<file path="src/rtl/ram_arbiter_np.sv">
// ram_arbiter_np
//   N-port front end for a single sp_ram. One access per cycle is granted
//   combinationally (fixed priority or round-robin), driven straight onto the
//   RAM port, and tracked through a RAM_LATENCY-deep {valid, port} pipeline so
//   each response returns to the port that issued it.
//
// Ports
//   clk, rstn                      clock, async active-low reset
//   req_i/addr_i/we_i/be_i/wdata_i per-port request bundle, port p at slice p
//   gnt_o                          per-port grant, one-hot or zero
//   rvalid_o/rdata_o               per-port response, RAM_LATENCY after grant
//   ram_*_o                        access to sp_ram, all zero when idle
//   ram_rdata_i                    sp_ram read data
module ram_arbiter_np #(
   parameter int NUM_PORTS   = 2,
   parameter int ADDR_WIDTH  = 22,
   parameter int DATA_WIDTH  = 32,
   parameter int RAM_LATENCY = 1,
   parameter int ARB_MODE    = 0
) (
   input  logic                              clk,
   input  logic                              rstn,
   input  logic [NUM_PORTS-1:0]              req_i,
   input  logic [NUM_PORTS*ADDR_WIDTH-1:0]   addr_i,
   input  logic [NUM_PORTS-1:0]              we_i,
   input  logic [NUM_PORTS*DATA_WIDTH/8-1:0] be_i,
   input  logic [NUM_PORTS*DATA_WIDTH-1:0]   wdata_i,
   output logic [NUM_PORTS-1:0]              gnt_o,
   output logic [NUM_PORTS-1:0]              rvalid_o,
   output logic [NUM_PORTS*DATA_WIDTH-1:0]   rdata_o,
   output logic                              ram_en_o,
   output logic [ADDR_WIDTH-1:0]             ram_addr_o,
   output logic                              ram_we_o,
   output logic [DATA_WIDTH/8-1:0]           ram_be_o,
   output logic [DATA_WIDTH-1:0]             ram_wdata_o,
   input  logic [DATA_WIDTH-1:0]             ram_rdata_i
);

   localparam int IDX_W = (NUM_PORTS > 1) ? $clog2(NUM_PORTS) : 1;
   localparam int BE_W  = DATA_WIDTH / 8;

   logic [IDX_W-1:0]       r_ptr;
   logic [IDX_W-1:0]       w_start;
   logic [IDX_W-1:0]       w_cand;
   logic [IDX_W-1:0]       w_gnt_idx;
   logic                   w_gnt_vld;
   int                     w_sum;
   logic [RAM_LATENCY-1:0] r_pipe_vld;
   logic [IDX_W-1:0]       r_pipe_idx [RAM_LATENCY];

   // Fixed priority is round-robin with the search always starting at port 0.
   assign w_start = (ARB_MODE == 1) ? r_ptr : '0;

   // Search wraps explicitly at NUM_PORTS so non-power-of-two counts work.
   always_comb begin
      w_gnt_vld = 1'b0;
      w_gnt_idx = '0;
      w_cand    = '0;
      w_sum     = 0;
      for (int off = 0; off < NUM_PORTS; off++) begin
         w_sum = int'(w_start) + off;
         if (w_sum >= NUM_PORTS) begin
            w_sum = w_sum - NUM_PORTS;
         end
         w_cand = IDX_W'(w_sum);
         if (!w_gnt_vld && req_i[w_cand]) begin
            w_gnt_vld = 1'b1;
            w_gnt_idx = w_cand;
         end
      end
      // No grant may leak out while reset is held, even with requests pending.
      if (!rstn) begin
         w_gnt_vld = 1'b0;
      end
   end

   always_comb begin
      gnt_o       = '0;
      ram_en_o    = 1'b0;
      ram_addr_o  = '0;
      ram_we_o    = 1'b0;
      ram_be_o    = '0;
      ram_wdata_o = '0;
      for (int p = 0; p < NUM_PORTS; p++) begin
         if (w_gnt_vld && (w_gnt_idx == IDX_W'(p))) begin
            gnt_o[p]    = 1'b1;
            ram_en_o    = 1'b1;
            ram_addr_o  = addr_i[p*ADDR_WIDTH +: ADDR_WIDTH];
            ram_we_o    = we_i[p];
            ram_be_o    = be_i[p*BE_W +: BE_W];
            ram_wdata_o = wdata_i[p*DATA_WIDTH +: DATA_WIDTH];
         end
      end
   end

   always_ff @(posedge clk or negedge rstn) begin
      if (!rstn) begin
         r_ptr <= '0;
      end else if ((ARB_MODE == 1) && w_gnt_vld) begin
         r_ptr <= (w_gnt_idx == IDX_W'(NUM_PORTS - 1)) ? '0 : w_gnt_idx + IDX_W'(1);
      end
   end

   // Response pipeline never stalls; reset drops anything in flight.
   always_ff @(posedge clk or negedge rstn) begin
      if (!rstn) begin
         r_pipe_vld <= '0;
         for (int s = 0; s < RAM_LATENCY; s++) begin
            r_pipe_idx[s] <= '0;
         end
      end else begin
         r_pipe_vld[0] <= w_gnt_vld;
         r_pipe_idx[0] <= w_gnt_idx;
         for (int s = 1; s < RAM_LATENCY; s++) begin
            r_pipe_vld[s] <= r_pipe_vld[s-1];
            r_pipe_idx[s] <= r_pipe_idx[s-1];
         end
      end
   end

   always_comb begin
      rvalid_o = '0;
      rdata_o  = '0;
      for (int p = 0; p < NUM_PORTS; p++) begin
         if (r_pipe_vld[RAM_LATENCY-1] && (r_pipe_idx[RAM_LATENCY-1] == IDX_W'(p))) begin
            rvalid_o[p]                          = 1'b1;
            rdata_o[p*DATA_WIDTH +: DATA_WIDTH]  = ram_rdata_i;
         end
      end
   end

endmodule
</file>
<file path="config.mk">
export PLATFORM = sky130hd
export DESIGN_NAME = ram_arbiter_np
export DESIGN_NICKNAME = d
export VERILOG_FILES = /design/src/rtl/ram_arbiter_np.sv
export SDC_FILE = /design/constraint.sdc
export NUM_CORES = 1
export LEC_CHECK = 0
export ABC_AREA = 1
export BUFFER_PORTS_ARGS = -buffer_cell sky130_fd_sc_hd__buf_2
export CORE_AREA = 2 2 109 111
export CTS_BUF_LIST = sky130_fd_sc_hd__clkbuf_16
export DETAILED_ROUTE_END_ITERATION = 10
export DIE_AREA = 0 0 111 113
export SYNTH_ARGS = -nofsm -noshare
export SYNTH_HDL_FRONTEND = slang
export SYNTH_SLANG_ARGS = --single-unit
</file>
<file path="constraint.sdc">
create_clock -name clk -period 0.93 [get_ports clk]
set_clock_uncertainty 0.05 [all_clocks]
set_input_delay 0.186 -clock clk [delete_from_list [all_inputs] [get_ports clk]]
set_output_delay 0.186 -clock clk [all_outputs]
set_load 0.03 [all_outputs]
</file>
## After elaboration in Yosys (flattened, before gate mapping)

Cells that the tools add are included.
Widths: inputs -> output; s select.

| cells by class | value |
|---|---|
| bitwise gates (word level) | 2 |
| mux-type cells | 19 |
| reduce and logical (&&, ||, !) cells | 6 |

Operator list:

| operator | number |
|---|---|
| $mux 32 | 4 |
| $mux 22 | 2 |
| $mux 1 | 11 |
| $mux 4 | 2 |
| $logic_and 1x1->1 | 5 |
| $not 1->1 | 2 |
| $logic_not 1->1 | 1 |

| storage, ports and cells | value |
|---|---|
| output and inout port bits | 128 |
| input bits | 154 |
| word-level logic and storage cells | 29 |
| register bits | 2 |

## Depth between registers and ports, before layout

Gate-level depths: netlist (run 1).

| logic depth | value |
|---|---|
| depth in word-level cells | 8 |
| depth in mapped cells | 6 |
| gate-level depth less buffers | 4 |

## Worst setup path before layout (run 1)

Ideal clock, no wire load.

| timing | value |
|---|---|
| kind | register to output |
| from | reg r_pipe_idx |
| to | out rdata_o[10] |
| data required time | 0.694 ns |
| buffers on the path | 1 |
| path slack | -0.678 ns |
| stages on the path, launching flop included | 5 |
| arrival time | 1.372 ns |
| path through | dfrtp_1 -> nor2_2 -> inv_2 -> buf_2 -> nor2_1 |

| between the ends | value |
|---|---|
| longest elaborated chain between the ends | 3 |

RTL lines:

| element | line | RTL |
|---|---|---|
| start: declaration | 49 | `logic [IDX_W-1:0] r_pipe_idx [RAM_LATENCY];` |
| start signal: indexed assignment | 116 | `r_pipe_idx[s] <= r_pipe_idx[s-1];` |
| $not 1->1 | 125 | `if (r_pipe_vld[RAM_LATENCY-1] && (r_pipe_idx[RAM_LATENCY-1] == IDX_W'(p))) begin` |
| $logic_and 1x1->1 | 125 |  |
| $mux 32 | 125 |  |
| end: declaration | 30 | `output logic [NUM_PORTS*DATA_WIDTH-1:0] rdata_o,` |

No other way between the ends.

## Worst setup path after layout (run 1)

| timing | value |
|---|---|
| from | reg r_pipe_idx |
| to | out rdata_o[21] |

The elaborated chain is that of the path after synthesis.

==> flow_summary.yaml, run 1 <==
power_and_ir_drop:
  switching_share_pct: 46.5
  p_per_area_nw_per_um2: 670
  power_frac_comb_pct: 81.3
  p_seq_share_pct: 2.5
  power.total_uw: 3970
  clkPwrFrac_pct: 16.3
  power.switching_uw: 1850
  power.leakage_uw: 0.00326
  p_int_uw: 2120
  max-vdd-ir-drop_uv: 484
routing:
  drc: 0
  totalWireLength_um: 12600
  wl_per_cell_um: 16.3
  via_per_inst: 4.51
  vias: 3471
  drt_iter0_markers: 164
  firstDrtPassIters: 4
  ant_nets: 0
logic_synthesis:
  synth_most_common_cell: "nand2_1"
  synth_cell_types: 12
  synth_area_leaders: "nand2_1, nand4_1, nor2_1"
  yosys_most_used_dff: "dfrtp_1"
  syn_inst: 321
  ys_ff_latch: 2
  synth_top_area_share_pct: 31.1
  synth_largest_area_cell: "nand2_1"
  synth_area_sq_um: 1480
  async_flop_share_pct: 100
  synth_seq_area_share_pct: 3.38
  synthTopCellsByCount: "nand2_1, nor2_1, nand4_1"
  syn_nets: 475
  yosysWarnings: 0
  avgSynthCellArea_sq_um: 4.62
  synth-edff-count: 0
worst_setup_path:
  worstSetupEndpointType: "primary output"
  crit_arrival_ns: 1.27
  cp-start-kind: "register"
  cp_max_fo: 9
  required_ns: 0.69
  crit_type: "reg2out"
final_layout:
  layout.area.seq_sq_um: 50.0
  multi_input_area_sq_um: 2310
  utilization_pct: 52.5
  finalNetCount: 783
  diodes: 0
  drive_gt1_share_pct: 80.2
  area_delta_synth_final_pct: 299
  finalNonFillerCells: 770
  fillerInstances: 965
min_path:
  hold_path_class: "in2reg"
clock_tree:
  cts_tree: "built"
  cts_made_buffers: 3
  cts.path.max_buffers: 2
  cts-htree-levels: 1
  clock_sinks: 2
  cts_root_buffer: "clkbuf_16"
  path_clk_slew_ns: 0.03
placement:
  dp_hpwl_um: 8210
  gp_congestion: 0.931
  io_buffers: 281
  place_inst: 737
sta:
  layout_setup_ws_ns: -0.576
  fmax_mhz: 664
  rsz0062_at_grt: "yes"
  slew_headroom_pct: 85.9
  hold_violations: 0
  hold_ws_ns: 0.375
  finalCriticalPeriod_ns: 1.51
  tightest_slew_ns: 0.211
  maxSlewViolCount: 0
  fin_crit_sh_pct: 162
  setup_viol: 128
floorplanning:
  die_w_um: 111
  std_cell_rows: 39
  initial_core_util_pct: 13.2
  core-area_sq_um: 11300
  io-pin-count: 282
  die-area_sq_um: 12500
  die_y_um: 113
grt:
  gr-total-overflow: 0
  grtUsageTotal_pct: 19.6
  first_global_vias: 3765
  grt_pass1_wl_um: 19700
  grt_max_degree: 29
  antenna_found_initial: 0
status:
  violations: "setup timing"
  status: "finished, violations left"
job:
  cap_violations: 0
kinds of logic after synthesis:
family        count (synthesis)  synth area share (%)
flops                         2                  3.38
simple gates                249                  73.3
buf+inv                      70                  23.3
worst paths after layout:
kind	start	depth (start not counted)	slack [ns]	to
max	r_pipe_idx$_DFF_PN0_	5	-0.58	rdata_o[21]
min	rstn	4	0.38	r_pipe_vld$_DFF_PN0_
max in group asynchronous	rstn	3	0.20	r_pipe_idx$_DFF_PN0_
min in group asynchronous	rstn	3	0.49	r_pipe_vld$_DFF_PN0_
area by class of cell:
type,instances,area share (%)
inverters,38,3.21
flip-flops and latches,2,0.845
repair buffers,334,52.5
clock buffers,3,1.27
multi-input cells,249,39.0
well taps,143,3.02
repair inverters,1,0.190
worst max-delay path: stages (launching register included):
cell	delay, ns
dfrtp_1	0.40
nor2_4	0.14
inv_6	0.10
buf_12	0.17
nor2_4	0.11
buf_6	0.13
stage by stage:
stage / TNS, ns / cell area [sq um] / setup WS [ns]
after floorplan: -27.62 / 2880 / -0.401
after global placement: -45.25 / 4440 / -0.439
after detailed placement: -46.15 / 4440 / -0.460
after CTS: -52.40 / 6110 / -0.583
after global routing: -56.30 / 5920 / -0.654
final: -49.35 / 5920 / -0.576
power groups by stage:
| stage | Clock (uW) | Combinational [uW] | Sequential, uW |
|---|---|---|---|
| after floorplan | 0 | 1620 | 98.1 |
| after global placement | 0 | 2390 | 98.7 |
| after detailed placement | 0 | 2410 | 98.9 |
| after CTS | 658 | 3330 | 98.2 |
| after global routing | 675 | 3390 | 99.1 |
| final | 645 | 3230 | 98.2 |
layer usage:
| layer | vias up | global-route usage (%) | share of wire, % |
|---|---|---|---|
| li1 | 1645 | - | - |
| met1 | 1613 | 20.9 | 35 |
| met2 | 196 | 39.1 | 55 |
| met3 | 17 | 4.50 | 7.8 |
| met4 | 0 | 3.92 | 1.7 |
| met5 | - | 0 | 0 |
state kept, by name, indices dropped and copies added, names as in the netlist:
name,flops
r_pipe_vld,1
r_pipe_idx,1
timing repair:
action / CTS / global route
setup endpoints to repair: 128 / 128
hold buffers: 1 / 0
cloned: 19 / 1
pin swaps: 45 / 43
endpoints found under the hold margin: 2 / 0
setup buffers: 15 / 7
gates resized for setup: 280 / 10
layout by cell type (no fill, tap or decap):
master and n:
buf_2 150, nor2_4 38, dlygate4sd3_1 1, inv_16 1, buf_12 26, nand2_8 3, buf_6 100, clkbuf_16 4
clkinv_16 1, bufbuf_16 1, buf_16 10, nand2_2 1, nor2_1 26, nand2_4 118, buf_8 4, inv_6 1
nand4_1 59, nand2_1 2, inv_8 1, inv_2 1, buf_4 41, nor2_2 2, dfrtp_1 2, inv_1 34
(Power assumes the default switching activity.)
==> run 2, diff against run 1 <==
- TNS_END_PERCENT: not set -> 30
==> run 2 against run 1 <==
Net effect: the flow still finishes with violations (setup timing); non-clock buffer count down 26; hold slack got worse by 0.053 ns; critical path depth grew 1; global-route usage decreased by 5.7 points; wire length down 22%; total power decreased by 22%.
==> flow_summary.yaml, run 2 (synthesized netlist as in run 1, its figures left out) <==
routing:
  totalWireLength_um: 9800
  firstDrtPassIters: 4
  via_per_inst: 4.20
  drt_iter0_markers: 135
  wl_per_cell_um: 13.2
  vias: 3120
  drc: 0
  ant_nets: 0
clock_tree:
  cts-htree-levels: 1
  cts_tree: "built"
  path_clk_slew_ns: 0.03
  clock_sinks: 2
  cts_root_buffer: "clkbuf_16"
  cts_made_buffers: 3
  cts.path.max_buffers: 2
worst_setup_path:
  cp-start-kind: "register"
  slowest_stage: "dfrtp_1"
  endpoint: "rdata_o[6]"
  cp.depth: 6
  path_delay_family: "buffers and inverters"
  crit_arrival_ns: 1.25
  cpPeakStageDelay_ns: 0.36
  crit_type: "reg2out"
  worstSetupStartpoint: "r_pipe_vld$_DFF_PN0_"
  cp_max_fo: 8
  required_ns: 0.69
  cp_num_buf_inv: 4
  worstSetupEndpointType: "primary output"
  cp_common_cell: "nor2_4"
  cp_cell_sequence: "inv_2 > nor2_4 > inv_6 > buf_12 > nor2_4 > buf_6"
power_and_ir_drop:
  max-vdd-ir-drop_uv: 532
  power.leakage_uw: 0.00244
  power.total_uw: 3080
  p_per_area_nw_per_um2: 733
floorplanning:
  core-area_sq_um: 11300
  die-area_sq_um: 12500
  die_y_um: 113
  std_cell_rows: 39
  die_w_um: 111
  io-pin-count: 282
  initial_core_util_pct: 13.2
sta:
  rsz0062_at_grt: "yes"
  hold_violations: 0
  hold_ws_ns: 0.322
  tightest_slew_ns: 0.249
  fmax_mhz: 674
  slew_headroom_pct: 83.4
  finalCriticalPeriod_ns: 1.48
  layout_setup_ws_ns: -0.554
  setup_viol: 128
  fin_crit_sh_pct: 160
  maxSlewViolCount: 0
min_path:
  hold_path_class: "in2reg"
final_layout:
  finalNetCount: 756
  layout_commonest_cell: "buf_2"
  reg_top3: "r_pipe_idx x1, r_pipe_vld x1"
  layout_common_cells: "buf_2, nand2_1, buf_6"
  drive_gt1_share_pct: 61.8
  final_area_sq_um: 4200
  fillerInstances: 1177
  area_delta_synth_final_pct: 183
  diodes: 0
grt:
  grtUsageTotal_pct: 13.9
  antenna_found_initial: 0
  grt_max_degree: 56
  first_global_vias: 2945
  gr-total-overflow: 0
  grt_pass1_wl_um: 14500
placement:
  place_ws_ns: -0.352
  postPlaceCellArea_sq_um: 3420
  gp_congestion: 0.759
  dp_hpwl_um: 7510
  io_buffers: 281
status:
  status: "finished, violations left"
  violations: "setup timing"
job:
  cap_violations: 0
[run 2: through the flow]
stage / utilization, % / instances / setup TNS (ns)
floorplan: - / 321 / -33.68
global placement: 30.3 / 737 / -38.05
detailed placement: 30.3 / 737 / -38.87
CTS: 35.3 / 741 / -49.04
global route: 37.3 / 743 / -55.44
finish: 37.3 / 743 / -47.43
[run 2: per-layer routing]
metal  GRT usage, %  vias up  part of all wire (%)  wire length, um
met1           15.5     1360                    38             3690
met2           26.9      176                    52             5100
met4           1.33        0                  0.88               86
met3           4.12        8                   9.5              927
li1               -     1576                     -                -
met5              0        -                     0                0
[run 2: worst min-delay path by stage]
stage	start	endpoint	cells past startpoint
after floorplan	rstn	r_pipe_idx$_DFF_PN0_	0
after global placement	rstn	r_pipe_vld$_DFF_PN0_	2
after detailed placement	rstn	r_pipe_vld$_DFF_PN0_	2
after CTS	req_i[0]	r_pipe_vld$_DFF_PN0_	4
after global routing	req_i[0]	r_pipe_vld$_DFF_PN0_	4
final	req_i[0]	r_pipe_vld$_DFF_PN0_	4
[run 2: report_power, final]
part           total [uW]  switching [uW]  internal [uW]
combinational        2350            1360            988
clock                 636            90.2            546
sequential           99.0            5.62           93.3
[run 2: area by class of cell]
| class | instances | area [sq um] | area share [%] |
|---|---|---|---|
| multi-input combinational | 249 | 1410 | 33.6 |
| clock buffer | 3 | 75.1 | 1.79 |
| inverter | 38 | 150 | 3.57 |
| tap | 143 | 179 | 4.26 |
| timing repair buffer | 308 | 2340 | 55.6 |
| sequential | 2 | 50.0 | 1.19 |
[run 2: what timing repair did]
item	in CTS	in global routing
pin swaps	1	4
buffers inserted	0	1
endpoints found under the setup margin	128	128
gates cloned	0	1
hold buffers	1	0
hold endpoints to repair	2	0
resized for setup	168	57
==> run 3, diff against run 2 <==
- PLACE_DENSITY: not set -> 0.49
- REMOVE_ABC_BUFFERS: not set -> 1
==> run 3 against run 2 <==
Net effect: the flow still finishes with violations (setup timing); clock power rose by 0.8%; utilization fell by 3.0 points; via count rose by 2.2%; global-route usage rose by 0.17 points; wire length rose by 0.89%; final cell count fell by 1.2%; hold slack got worse by 0.0016 ns; critical path depth fell by 1; clock-buffer cell count did not move; die area did not move; sequential power fell by 1%; combinational power fell by 7%; critical path type unchanged; critical endpoint is now rdata_o[22]; highest routed layer unchanged.
==> flow_summary.yaml, run 3 (synthesized netlist as in run 1, its figures left out) <==
status:
  status: "finished, violations left"
  violations: "setup timing"
final_layout:
  multi_input_area_sq_um: 1200
  finalNetCount: 747
  layout_common_cells: "buf_2, nand2_1, buf_6"
  fillerInstances: 1169
  layout_commonest_cell: "buf_2"
  diodes: 0
  reg_top3: "r_pipe_idx x1, r_pipe_vld x1"
  area_delta_synth_final_pct: 161
  layout.area.seq_sq_um: 50.0
  drive_gt1_share_pct: 57.5
sta:
  setup_viol: 128
  hold_ws_ns: 0.320
  layout_setup_ws_ns: -0.550
  tightest_slew_ns: 0.268
  fin_crit_sh_pct: 159
  fmax_mhz: 676
  slew_headroom_pct: 82.1
  hold_violations: 0
  rsz0062_at_grt: "yes"
  finalCriticalPeriod_ns: 1.48
  maxSlewViolCount: 0
power_and_ir_drop:
  clkPwrFrac_pct: 22.0
  power_frac_comb_pct: 74.7
  p_int_uw: 1550
  power.leakage_uw: 0.00237
  p_per_area_nw_per_um2: 755
  max-vdd-ir-drop_uv: 425
  p_seq_share_pct: 3.3
  power.switching_uw: 1370
  switching_share_pct: 46.8
  power.total_uw: 2920
floorplanning:
  initial_core_util_pct: 13.2
  die_y_um: 113
  io-pin-count: 282
  die-area_sq_um: 12500
  die_w_um: 111
  core-area_sq_um: 11300
  std_cell_rows: 39
clock_tree:
  cts_tree: "built"
  cts_root_buffer: "clkbuf_16"
  cts_made_buffers: 3
  clock_sinks: 2
  path_clk_slew_ns: 0.03
  cts-htree-levels: 1
  cts.path.max_buffers: 2
grt:
  antenna_found_initial: 0
  gr-total-overflow: 0
  first_global_vias: 2971
  grtUsageTotal_pct: 14.0
  grt_pass1_wl_um: 14600
  grt_max_degree: 62
routing:
  firstDrtPassIters: 4
  drc: 0
  drt_iter0_markers: 83
  ant_nets: 0
  wl_per_cell_um: 13.5
  via_per_inst: 4.35
  totalWireLength_um: 9890
  vias: 3190
worst_setup_path:
  cp-start-kind: "register"
  worstSetupEndpointType: "primary output"
  cp_max_fo: 7
  crit_type: "reg2out"
  crit_arrival_ns: 1.24
  required_ns: 0.69
job:
  cap_violations: 0
placement:
  io_buffers: 281
  dp_hpwl_um: 7530
  gp_congestion: 0.821
min_path:
  hold_path_class: "in2reg"
[run 3: changes by cell type in the layout (fill, tap and decap cells not counted), sizes merged]
cell and delta:
buf -16, clkbuf +7
[run 3: area by class of cell]
cell class,count,share of cell area [%]
timing repair buffer,299,57.3
multi-input combinational,249,31.0
tap,143,4.63
inverter,38,3.82
clock buffer,3,1.94
sequential,2,1.29
[run 3: through the flow]
| stage | util [%] | cells | worst slack [ns] | setup TNS (ns) | area [sq um] |
|---|---|---|---|---|---|
| detailed placement | 27.3 | 727 | -0.375 | -37.64 | 3070 |
| global placement | 27.3 | 727 | -0.395 | -36.73 | 3070 |
| global route | 34.3 | 734 | -0.609 | -56.90 | 3870 |
| floorplan | - | 289 | -0.723 | -65.47 | 1280 |
| finish | 34.3 | 734 | -0.550 | -48.71 | 3870 |
| CTS | 31.7 | 732 | -0.547 | -48.67 | 3570 |
[run 3: power groups by stage]
stage                     sequential (uW)  combinational [uW]  clock (uW)
after floorplan                      96.7                 921           0
after global placement               97.0                1780           0
after detailed placement             97.1                1780           0
after CTS                            96.5                2010         651
after global routing                 98.7                2320         664
final                                97.6                2180         641
[run 3: critical path: stages, from the launching register on]
cell,delay [ns]
dfrtp_1,0.39
nor2_4,0.14
inv_4,0.07
clkbuf_16,0.17
nor2_2,0.11
buf_6,0.14
[run 3: worst paths after layout]
path	from	to	slack (ns)	cells past startpoint
max in group asynchronous	rstn	r_pipe_idx$_DFF_PN0_	0.09	3
min	req_i[0]	r_pipe_vld$_DFF_PN0_	0.32	4
min in group asynchronous	rstn	r_pipe_vld$_DFF_PN0_	0.60	3
max	r_pipe_idx$_DFF_PN0_	rdata_o[22]	-0.55	5
[run 3: metal layers]
metal	wire, um	global-route usage [%]	up-vias	part of all wire [%]
li1	-	-	1563	-
met1	3690	16.1	1427	37
met2	5290	27.6	194	53
met3	836	2.62	6	8.5
met4	78	1.75	0	0.79
met5	0	0	-	0
[run 3: timing repair]
action,4_1_cts,5_1_grt
buffers inserted,1,0
resized for setup,140,106
hold buffers,1,0
endpoints found under the setup margin,128,128
gates cloned,0,2
hold endpoints to repair,2,0
pin swaps,13,7
